<file path="src/rtl/riscv_stream_out_fifo.sv">
// First-word-fall-through output buffer between the RISC-V stream port and the next page.
// One-cycle write pulses are queued and presented as a level-valid stream with asynchronous head read.
module riscv_stream_out_fifo #(
    parameter int    DWIDTH     = 32,
    parameter int    DEPTH_LOG2 = 4,
    parameter int    AF_LEVEL   = 12,
    parameter string RAM_TYPE   = "distributed"
) (
    input  logic                  clk,
    input  logic                  resetn,
    input  logic [DWIDTH-1:0]     din,
    input  logic                  val_in,
    output logic                  ready_upward,
    output logic [DWIDTH-1:0]     dout,
    output logic                  val_out,
    input  logic                  ready_downward,
    output logic [DEPTH_LOG2:0]   count,
    output logic                  almost_full,
    output logic                  overflow
);

    localparam int               DEPTH  = 1 << DEPTH_LOG2;
    localparam int               PW     = DEPTH_LOG2 + 1;
    localparam logic [PW-1:0]    AF_CNT = PW'(AF_LEVEL);

    logic [PW-1:0] wr_ptr_q, wr_ptr_d;
    logic [PW-1:0] rd_ptr_q, rd_ptr_d;
    logic          overflow_q, overflow_d;
    logic          empty, full, we, re;

    // Extra pointer MSB separates the full case from the empty case when the low bits match.
    assign empty = (wr_ptr_q == rd_ptr_q);
    assign full  = (wr_ptr_q[DEPTH_LOG2-1:0] == rd_ptr_q[DEPTH_LOG2-1:0]) &&
                   (wr_ptr_q[DEPTH_LOG2] != rd_ptr_q[DEPTH_LOG2]);
    assign we    = val_in && !full;
    assign re    = ready_downward && !empty;

    always_comb begin
        wr_ptr_d   = wr_ptr_q;
        rd_ptr_d   = rd_ptr_q;
        overflow_d = overflow_q;
        if (we) wr_ptr_d = wr_ptr_q + 1'b1;
        if (re) rd_ptr_d = rd_ptr_q + 1'b1;
        // A strobe while full is lost even if a read frees a slot this same cycle.
        if (val_in && full) overflow_d = 1'b1;
    end

    always_ff @(posedge clk) begin
        if (!resetn) begin
            wr_ptr_q   <= '0;
            rd_ptr_q   <= '0;
            overflow_q <= 1'b0;
        end else begin
            wr_ptr_q   <= wr_ptr_d;
            rd_ptr_q   <= rd_ptr_d;
            overflow_q <= overflow_d;
        end
    end

    generate
        if (RAM_TYPE == "registers") begin : g_ff_store
            (* ram_style = "registers" *)
            logic [DWIDTH-1:0] mem [DEPTH];

            always_ff @(posedge clk) begin
                if (we) mem[wr_ptr_q[DEPTH_LOG2-1:0]] <= din;
            end

            assign dout = mem[rd_ptr_q[DEPTH_LOG2-1:0]];
        end else begin : g_lut_store
            (* ram_style = "distributed" *)
            logic [DWIDTH-1:0] mem [DEPTH];

            always_ff @(posedge clk) begin
                if (we) mem[wr_ptr_q[DEPTH_LOG2-1:0]] <= din;
            end

            assign dout = mem[rd_ptr_q[DEPTH_LOG2-1:0]];
        end
    endgenerate

    assign count        = wr_ptr_q - rd_ptr_q;
    assign val_out      = !empty;
    assign ready_upward = !full;
    assign almost_full  = (count >= AF_CNT);
    assign overflow     = overflow_q;

endmodule
</file>
<file path="config.mk">
export PLATFORM = sky130hd
export DESIGN_NAME = riscv_stream_out_fifo
export DESIGN_NICKNAME = d
export VERILOG_FILES = /design/src/rtl/riscv_stream_out_fifo.sv
export SDC_FILE = /design/constraint.sdc
export NUM_CORES = 1
export LEC_CHECK = 0
export CORE_MARGIN = 2
export CORE_UTILIZATION = 54
export CTS_CLUSTER_SIZE = 20
export DETAILED_ROUTE_END_ITERATION = 10
export GPL_TIMING_DRIVEN = 0
export PLACE_DENSITY = 0.75
export SYNTH_ARGS = -nofsm -noshare
export SYNTH_HDL_FRONTEND = slang
export SYNTH_SLANG_ARGS = --single-unit
</file>
<file path="constraint.sdc">
create_clock -name clk -period 3.75 [get_ports clk]
set_clock_uncertainty 0.05 [all_clocks]
set_input_delay 0.375 -clock clk [delete_from_list [all_inputs] [get_ports clk]]
set_output_delay 0.375 -clock clk [all_outputs]
set_load 0.01 [all_outputs]
</file>
==> results of run 1 <==
-- cells by family (layout without fill, tap and decap cells) --
group / Yosys count / count (layout) / synth area share
compound gates: 81 / 81 / 0.0304
xor+xnor: 10 / 10 / 0.00474
fa+ha+maj: 10 / 10 / 0.00662
buf+inv: 57 / 247 / 0.0127
flops: 527 / 527 / 0.782
mux: 129 / 129 / 0.144
other cells: 0 / 2 / 0
simple gates: 84 / 84 / 0.0192
-- registers in the layout, indices dropped and copies added, names as in the netlist, named ones only --
register and flops:
g_lut_store.mem 512, overflow 1, rd_ptr_q 5, wr_ptr_q 5
-- power groups by stage --
stage	sequential, mW	combinational [mW]	clock [mW]
after floorplan	6.68	1.13	0
after global placement	6.69	1.76	0
after detailed placement	6.69	1.82	0
after CTS	6.57	1.84	5.30
after global routing	6.57	1.94	5.52
final	6.57	1.80	5.23
-- per-layer routing --
metal | track usage | vias up | routed length, um
li1 | - | 4090 | -
met1 | 0.324 | 5210 | 17400
met2 | 0.382 | 464 | 21500
met3 | 0.0426 | 90 | 3170
met4 | 0.0705 | 0 | 1180
met5 | 0 | - | 0
-- cell type report --
class | count | area [um^2]
buffer | 47 | 219
antenna | 2 | 5.00
fill | 2363 | 12900
sequential | 527 | 15700
timing repair buffer | 97 | 1220
tap | 468 | 586
multi-input combinational | 314 | 4250
clock buffer | 64 | 1380
inverter | 10 | 37.5
clock inverter | 29 | 344
-- worst min path at each step --
stage	startpoint	to	slack (ns)	depth (start not counted)
finish	resetn	wr_ptr_q[1]$_SDFFE_PN0P_	0.43	2
global route	resetn	wr_ptr_q[1]$_SDFFE_PN0P_	0.50	2
CTS	resetn	wr_ptr_q[1]$_SDFFE_PN0P_	0.41	2
detailed placement	overflow$_SDFFE_PN0P_	overflow$_SDFFE_PN0P_	0.44	2
global placement	overflow$_SDFFE_PN0P_	overflow$_SDFFE_PN0P_	0.42	2
floorplan	rd_ptr_q[3]$_SDFFE_PN0N_	flip-flop	0.42	2
-- critical path, delay by kind of cell (launching register included) --
family	cells	cell delay, ns
AND/OR/NAND/NOR	1	0.15
multiplexers	1	0.42
AO/OA/AOI/OAI	1	0.23
flip-flops	1	0.38
buffers and inverters	3	1.50
-- metrics by stage --
step	hold WS, ns	instances	area (um^2)	setup TNS [ns]
global placement	0.425	1442	21400	-537.84
detailed placement	0.438	1463	22000	0
CTS	0.414	1556	23700	0
finish	0.432	1558	23700	0
floorplan	0.419	898	20100	0
global route	0.495	1556	23700	0
-- cells in the final DEF, fill, tap and decap left out, drive strengths merged, types with 2 or more instances in the layout --
master         netlist  layout
a21boi               2       2
a21oi                2       2
a22oi               64      64
and2                 8       8
buf                 23      44
bufinv               0       8
clkbuf              24      88
clkdlybuf4s50        0      76
clkinv               0      18
clkinvlp             0       2
dfxtp               15      15
diode                0       2
edfxtp             512     512
ha                   9       9
inv                 10      11
mux4               128     128
nand2               40      40
nand2b               3       3
nand3                6       6
nor2                13      13
nor2b                6       6
nor3                 4       4
o21ai                5       5
xnor2                6       6
xor2                 4       4
==> results.py, run 1 <==
metrics = {
    "outcome": {
        "run_status": "completed",
    },
    "setup_path": {
        "rr_startpoint": "wr_ptr_q[0]$_SDFFE_PN0P_",
        "timing.setup.critical_path_class": "flip-flop to output port",
        "arrival_ns": 3.24,
        "critical_path_cell_list": "buf_2, buf_1, mux4_2, a22oi_1, nand2_1, clkdlybuf4s50_1",
        "r2r_setup_slack_ns": 0.50,
        "critPathCapture": "dout[2]",
        "path_max_fanout": 10,
        "critical_path.slowest_cell": "buf_1",
        "cp-end-kind": "output port",
        "crit_required_ns": 3.32,
        "crit_path_max_incr_delay_ns": 0.69,
        "rr_worst_depth": 8,
        "reg_to_reg_endpoint": "g_lut_store.mem[12][17]$_DFFE_PP_",
        "timing.critical_path.from_type": "flip-flop",
    },
    "route": {
        "vias_per_cell": 6.32,
        "remaining_drc_errors": 0,
        "wl_per_cell_um": 27.7,
        "detailroute.via_count": 9854,
        "drt_pass1_iterations": 5,
        "drtAntennaViolNets": 0,
        "number_of_drc_violations_after_detailed_routing_iteration_0": 1166,
        "routed_wirelength_um": 43200,
    },
    "pwr": {
        "p_per_area_nw_per_um2": 574,
        "p_sw_mw": 2.98,
        "leakagePower_nw": 7.36,
        "intPower_mw": 10.6,
        "design_power_total_mw": 13.6,
        "clock_power_share": 0.385,
        "combinationalPowerShare": 0.132,
        "power_frac_seq": 0.483,
        "power.ir.vdd_worst_uv": 443,
        "power.switching_fraction": 0.219,
    },
    "floorplanning": {
        "ios": 77,
        "floorplan.die.height_um": 197,
        "core_area_um2": 36600,
        "fp-row-count": 70,
        "dieArea_um2": 38700,
        "initial_utilization": 0.548,
        "die-width_um": 197,
    },
    "place": {
        "gp_congestion": 0.733,
        "dp_hpwl_um": 25900,
        "port_bufs": 76,
        "dp_worst_setup_slack_ns": 0.508,
    },
    "synth": {
        "synth_warnings": 0,
        "postSynthAreaPerCell_um2": 22.3,
        "synth_sequential_area_ratio": 0.782,
        "synth_top_area_frac": 0.767,
        "ys_types": 40,
        "synth_edf_count": 512,
        "ys_ff_latch": 527,
        "post_synthesis_cell_area_um2": 20000,
        "postSynthNetCount": 944,
        "async_flop_share": 0,
        "yosys-top-cells-area": "edfxtp_1 (77%), mux4_2 (14%), a22oi_1 (2.4%)",
        "synthesis.instances": 898,
        "synthFlopType": "edfxtp_1",
        "yosys-top-cells-count": "edfxtp_1 (512), mux4_2 (128), a22oi_1 (64), nand2_1 (40), clkbuf_1 (24)",
        "most_numerous_cell_in_the_yosys_netlist": "edfxtp_1",
        "synth_top_area_cell": "edfxtp_1",
    },
    "min_path": {
        "tightest_hold_check_type": "input port to flip-flop",
    },
    "clock_tree": {
        "cts_buffers": 51,
        "ctsHtreeMaxLevel": 2,
        "clkLatencyLatePin_ns": 0.56,
        "clock_sink_total": 527,
        "clock_tree.buffer_depth": 3,
        "cts.hold.buffers_added": 0,
        "clockRootBuffer": "clkbuf_16",
        "cts_setup_buffers": 0,
        "cts-resized-gates": 0,
        "clk_pin_slew_worst_paths_ns": 0.06,
        "cts_tree": "yes",
    },
    "global_routing": {
        "grt.total_usage": 0.232,
        "grt_start_max_net_pins": 21,
        "first_pass_grt_wire_length_um": 65000,
        "antenna_found_initial": 2,
        "first_global_vias": 10321,
        "grt_overflow": 0,
    },
    "timing": {
        "report.final.setup_viol": 0,
        "grt_setup_unrepaired": "no",
        "setup_slack_ns": 0.0851,
        "slew-limit-headroom": 0.383,
        "worstMarginPinSlew_ns": 0.923,
        "finalHoldViolCount": 0,
        "fin_crit_sh": 0.977,
        "layout_min_cycle_time_ns": 3.66,
        "achievable-frequency_ghz": 0.273,
        "timing_max_transition_violations_final": 0,
    },
    "finish": {
        "areaGrowthSynthToFinish_pct": 18.3,
        "drive_gt1_frac": 0.242,
        "layout.core_utilization": 0.648,
        "finish.net_count": 1094,
    },
    "run": {
        "max-cap-violations": 0,
    },
}
(Power assumes the default switching activity.)
==> run 2, diff against run 1 <==
CAP_MARGIN = 20   (was default)
==> run 2 against run 1 <==
  * Worst hold slack improved by 0.014 ns
  * Maximum frequency is 1.4% higher
  * Sequential cell count is the same
  * Largest cell class unchanged
==> results.py, run 2 (synthesis results as in run 1) <==
metrics = {
    "clock_tree": {
        "clk_pin_slew_worst_paths_ns": 0.06,
        "cts-resized-gates": 0,
        "cts.hold.buffers_added": 0,
        "clockRootBuffer": "clkbuf_16",
        "cts_buffers": 50,
        "clock_sink_total": 527,
        "clock_tree.buffer_depth": 3,
        "ctsHtreeMaxLevel": 2,
        "cts_setup_buffers": 0,
        "cts_tree": "yes",
        "clkLatencyLatePin_ns": 0.55,
    },
    "place": {
        "placed_cell_count": 1463,
        "post_dp_cell_area_um2": 22000,
        "port_bufs": 76,
        "dp_hpwl_um": 25900,
        "gp_congestion": 0.733,
    },
    "setup_path": {
        "reg_to_reg_endpoint": "g_lut_store.mem[12][17]$_DFFE_PP_",
        "rr_startpoint": "wr_ptr_q[0]$_SDFFE_PN0P_",
        "crit_required_ns": 3.32,
        "critPathCapture": "dout[2]",
        "cp-end-kind": "output port",
        "arrival_ns": 3.19,
        "timing.setup.critical_path_class": "flip-flop to output port",
        "rr_worst_depth": 8,
        "path_max_fanout": 10,
        "r2r_setup_slack_ns": 0.52,
        "timing.critical_path.from_type": "flip-flop",
    },
    "timing": {
        "worstMarginPinSlew_ns": 0.913,
        "fin_tns_setup_ns": 0,
        "finalHoldViolCount": 0,
        "report.final.setup_viol": 0,
        "layout_min_cycle_time_ns": 3.61,
        "slew-limit-headroom": 0.390,
        "timing_max_transition_violations_final": 0,
        "achievable-frequency_ghz": 0.277,
        "fin_crit_sh": 0.964,
        "grt_setup_unrepaired": "no",
        "holdWs_ns": 0.446,
    },
    "finish": {
        "areaGrowthSynthToFinish_pct": 16.9,
        "postLayoutCellArea_um2": 23400,
        "final_common_cell": "edfxtp_1",
        "largest_reg_flops": 512,
        "finish.net_count": 1093,
        "drive_gt1_frac": 0.227,
        "commonest_non_fill_non_tap_cells_in_the_layout": "edfxtp_1 (512), mux4_2 (128), clkdlybuf4s50_1 (76)",
        "layout.core_utilization": 0.640,
        "post_layout_nonfiller_instances": 1553,
    },
    "pwr": {
        "power.ir.vdd_worst_uv": 439,
        "leakagePower_nw": 7.23,
        "p_per_area_nw_per_um2": 551,
    },
    "route": {
        "drt_pass1_iterations": 5,
        "number_of_drc_violations_after_detailed_routing_iteration_0": 935,
        "wl_per_cell_um": 27.2,
        "vias_per_cell": 6.25,
        "routed_wirelength_um": 42200,
        "detailroute.via_count": 9709,
        "drtAntennaViolNets": 0,
        "remaining_drc_errors": 0,
    },
    "global_routing": {
        "grt_overflow": 0,
        "grt.total_usage": 0.225,
        "grt_start_max_net_pins": 21,
        "first_pass_grt_wire_length_um": 63300,
        "first_global_vias": 10135,
        "antenna_found_initial": 2,
    },
    "floorplanning": {
        "fp-row-count": 70,
        "initial_utilization": 0.548,
        "ios": 77,
        "core_area_um2": 36600,
        "die-width_um": 197,
        "dieArea_um2": 38700,
        "floorplan.die.height_um": 197,
    },
    "outcome": {
        "run_status": "completed",
    },
    "min_path": {
        "tightest_hold_check_type": "input port to flip-flop",
    },
    "run": {
        "max-cap-violations": 0,
    },
}
==> run 2: cell count changes in the layout (fill, tap and decap cells not counted), sizes merged <==
cell | previous run | this run
bufinv | 8 | 1
clkinv | 18 | 25
clkbuf | 88 | 85
clkinvlp | 2 | 0
==> run 2: critical path, cell delays in order (launching register included) <==
cell,delay (ns)
dfxtp_1,0.35
buf_2,0.29
buf_1,0.72
mux4_2,0.42
a22oi_1,0.22
nand2_1,0.14
clkdlybuf4s50_1,0.50
==> run 2: layout make-up <==
cell class / instances / area (um^2)
Fill cell: 2378 / 13200
Tap cell: 468 / 586
Clock buffer: 61 / 1310
Sequential cell: 527 / 15700
Timing Repair Buffer: 97 / 1220
Buffer: 47 / 218
Inverter: 10 / 37.5
Clock inverter: 27 / 140
Multi-Input combinational cell: 314 / 4250
Antenna cell: 2 / 5.00
==> run 2: how the worst min path moves through the flow <==
stage	to	slack (ns)	cells past startpoint	startpoint
finish	wr_ptr_q[1]$_SDFFE_PN0P_	0.45	2	resetn
CTS	wr_ptr_q[1]$_SDFFE_PN0P_	0.43	2	resetn
floorplan	flip-flop	0.42	2	rd_ptr_q[3]$_SDFFE_PN0N_
global route	overflow$_SDFFE_PN0P_	0.47	2	overflow$_SDFFE_PN0P_
global placement	overflow$_SDFFE_PN0P_	0.42	2	overflow$_SDFFE_PN0P_
detailed placement	overflow$_SDFFE_PN0P_	0.44	2	overflow$_SDFFE_PN0P_
==> run 2: metal layers <==
layer,track usage,vias to the layer above,part of all wire,wire length [um]
li1,-,4075,-,-
met1,0.318,5142,0.41,17200
met2,0.369,413,0.50,21100
met3,0.0412,79,0.071,3000
met4,0.0615,0,0.022,926
met5,0,-,0,0
==> run 2: where the power goes <==
group          switching [mW]  total (mW)  leakage [nW]  internal, mW
registers              0.0288        6.57          4.75          6.54
logic                   0.863        1.80          1.77         0.935
clock network            2.01        4.54         0.712          2.54
total                    2.90        12.9          7.23          10.0
==> run 2: through the flow <==
step           total power, mW  worst slack, ns
2_1_floorplan             7.82            0.435
3_3_place_gp              8.45            -1.29
3_5_place_dp              8.51            0.507
4_1_cts                   13.0            0.126
5_1_grt                   13.3          0.00629
6_report                  12.9            0.136
==> run 3, diff against run 2 <==
PLACE_DENSITY = 0.84   (was 0.75)
==> run 3 against run 2 <==
  * Sequential power is essentially flat
  * Largest power group unchanged
  * Sequential share of layout area decreased by 0.33 points
  * Maximum frequency is 1.1% lower
  * Via count up 3.6%
  * Clock-buffer cell count is 4 higher
  * Register-to-register slack better by 0.08 ns
  * Combinational power rose by 2%
  * Core utilization is 0.31 points higher
==> results.py, run 3 (synthesis results as in run 1) <==
metrics = {
    "outcome": {
        "run_status": "completed",
    },
    "place": {
        "port_bufs": 76,
        "placed_cell_count": 1463,
        "dp_worst_setup_slack_ns": 0.661,
        "post_dp_cell_area_um2": 22000,
        "gp_congestion": 0.769,
        "dp_hpwl_um": 27300,
    },
    "setup_path": {
        "critical_path.slowest_cell": "buf_1",
        "cp-end-kind": "output port",
        "cp_top_family": "buffers and inverters",
        "path_max_fanout": 10,
        "arrival_ns": 3.23,
        "timing.setup.critical_path_class": "flip-flop to output port",
        "crit_required_ns": 3.32,
        "crit_path_max_incr_delay_ns": 0.72,
        "critical_path.n_buffers_inverters": 3,
        "critical_path_cell_list": "buf_2, buf_1, mux4_2, a22oi_1, nand2_1, clkdlybuf4s50_1",
        "rr_startpoint": "wr_ptr_q[0]$_SDFFE_PN0P_",
        "timing.critical_path.from_type": "flip-flop",
    },
    "route": {
        "wl_per_cell_um": 29.5,
        "detailroute.via_count": 10061,
        "remaining_drc_errors": 0,
        "drtAntennaViolNets": 0,
        "routed_wirelength_um": 46000,
        "drt_pass1_iterations": 5,
        "vias_per_cell": 6.46,
        "number_of_drc_violations_after_detailed_routing_iteration_0": 1105,
    },
    "finish": {
        "final_common_cell": "edfxtp_1",
        "num-fill-cells": 2315,
        "largest_reg_flops": 512,
        "finish.net_count": 1093,
        "postLayoutCellArea_um2": 23600,
        "drive_gt1_frac": 0.241,
        "layout.core_utilization": 0.643,
        "post_layout_nonfiller_instances": 1557,
        "commonest_non_fill_non_tap_cells_in_the_layout": "edfxtp_1 (512), mux4_2 (128), clkdlybuf4s50_1 (76)",
        "areaGrowthSynthToFinish_pct": 17.5,
    },
    "min_path": {
        "hold_path.startpoint": "resetn",
        "tightest_hold_check_type": "input port to flip-flop",
    },
    "timing": {
        "fin_crit_sh": 0.974,
        "report.final.setup_viol": 0,
        "layout_min_cycle_time_ns": 3.65,
        "timing_max_transition_violations_final": 0,
        "holdWs_ns": 0.427,
        "setup_slack_ns": 0.0964,
        "slew-limit-headroom": 0.400,
        "grt_setup_unrepaired": "no",
        "finalHoldViolCount": 0,
        "achievable-frequency_ghz": 0.274,
        "worstMarginPinSlew_ns": 0.901,
    },
    "clock_tree": {
        "clkLatencyLatePin_ns": 0.55,
        "clock_tree.buffer_depth": 3,
        "clock_sink_total": 527,
        "clockRootBuffer": "clkbuf_16",
        "cts.hold.buffers_added": 0,
        "clk_pin_slew_worst_paths_ns": 0.06,
        "cts_tree": "yes",
        "ctsHtreeMaxLevel": 2,
        "cts_buffers": 50,
    },
    "global_routing": {
        "first_global_vias": 10726,
        "antenna_found_initial": 1,
        "first_pass_grt_wire_length_um": 67600,
        "grt_start_max_net_pins": 21,
        "grt.total_usage": 0.244,
        "grt_overflow": 0,
    },
    "floorplanning": {
        "floorplan.die.height_um": 197,
        "dieArea_um2": 38700,
        "fp-row-count": 70,
        "die-width_um": 197,
        "core_area_um2": 36600,
        "initial_utilization": 0.548,
        "ios": 77,
    },
    "pwr": {
        "leakagePower_nw": 7.30,
        "power.ir.vdd_worst_uv": 352,
        "p_per_area_nw_per_um2": 559,
    },
    "run": {
        "max-cap-violations": 0,
    },
}
[run 3: worst register-to-register path, stage by stage (launching register included)]
cell	delay (ns)
dfxtp_1	0.42
inv_1	0.12
ha_1	0.35
and4_1	0.18
buf_2	0.17
nand2_1	0.18
nand3_1	0.37
nor2_4	0.71
buf_16	0.26
[run 3: final cells by class]
class                      count  area (um^2)  area share
sequential                   527        15700       0.665
inverter                      10         37.5     0.00159
clock buffer                  65         1340      0.0569
clock inverter                28          186     0.00791
antenna                        1         2.50    0.000106
tap                          468          586      0.0249
multi-input combinational    314         4250       0.180
timing repair buffer          97         1250      0.0532
buffer                        47          224     0.00951
[run 3: final timing paths]
check             cells after the start                          endpoint  slack (ns)
hold / removal                        2          wr_ptr_q[1]$_SDFFE_PN0P_        0.43
setup reg to reg                      8  g_lut_store.mem[6][11]$_DFFE_PP_        0.60
hold reg to reg                       2             overflow$_SDFFE_PN0P_        0.45
setup / recovery                      6                           dout[1]         0.1
[run 3: timing repair]
| action | 4_1_cts | 5_1_grt |
|---|---|---|
| resized for setup | 0 | 8 |
| buffers inserted | 0 | 0 |
| setup endpoints to repair | 0 | 4 |
[run 3: power by group]
part,internal (mW),total [mW],switching [mW]
Clock,2.66,4.75,2.09
Combinational,0.937,1.84,0.900
Sequential,6.54,6.57,0.0315
[run 3: per-layer routing]
layer  part of all wire  GRT usage  up-vias
met2               0.51      0.416      603
met1               0.37      0.323     5273
met3              0.086     0.0392       92
met5                  0          0        -
met4              0.030     0.0880        0
li1                   -          -     4093
[run 3: metrics by stage]
| stage | power (mW) | setup TNS, ns |
|---|---|---|
| final | 13.2 | 0 |
| after global routing | 13.5 | 0 |
| after CTS | 13.2 | 0 |
| after detailed placement | 8.51 | 0 |
| after global placement | 8.43 | -474.98 |
| after floorplan | 7.82 | 0 |
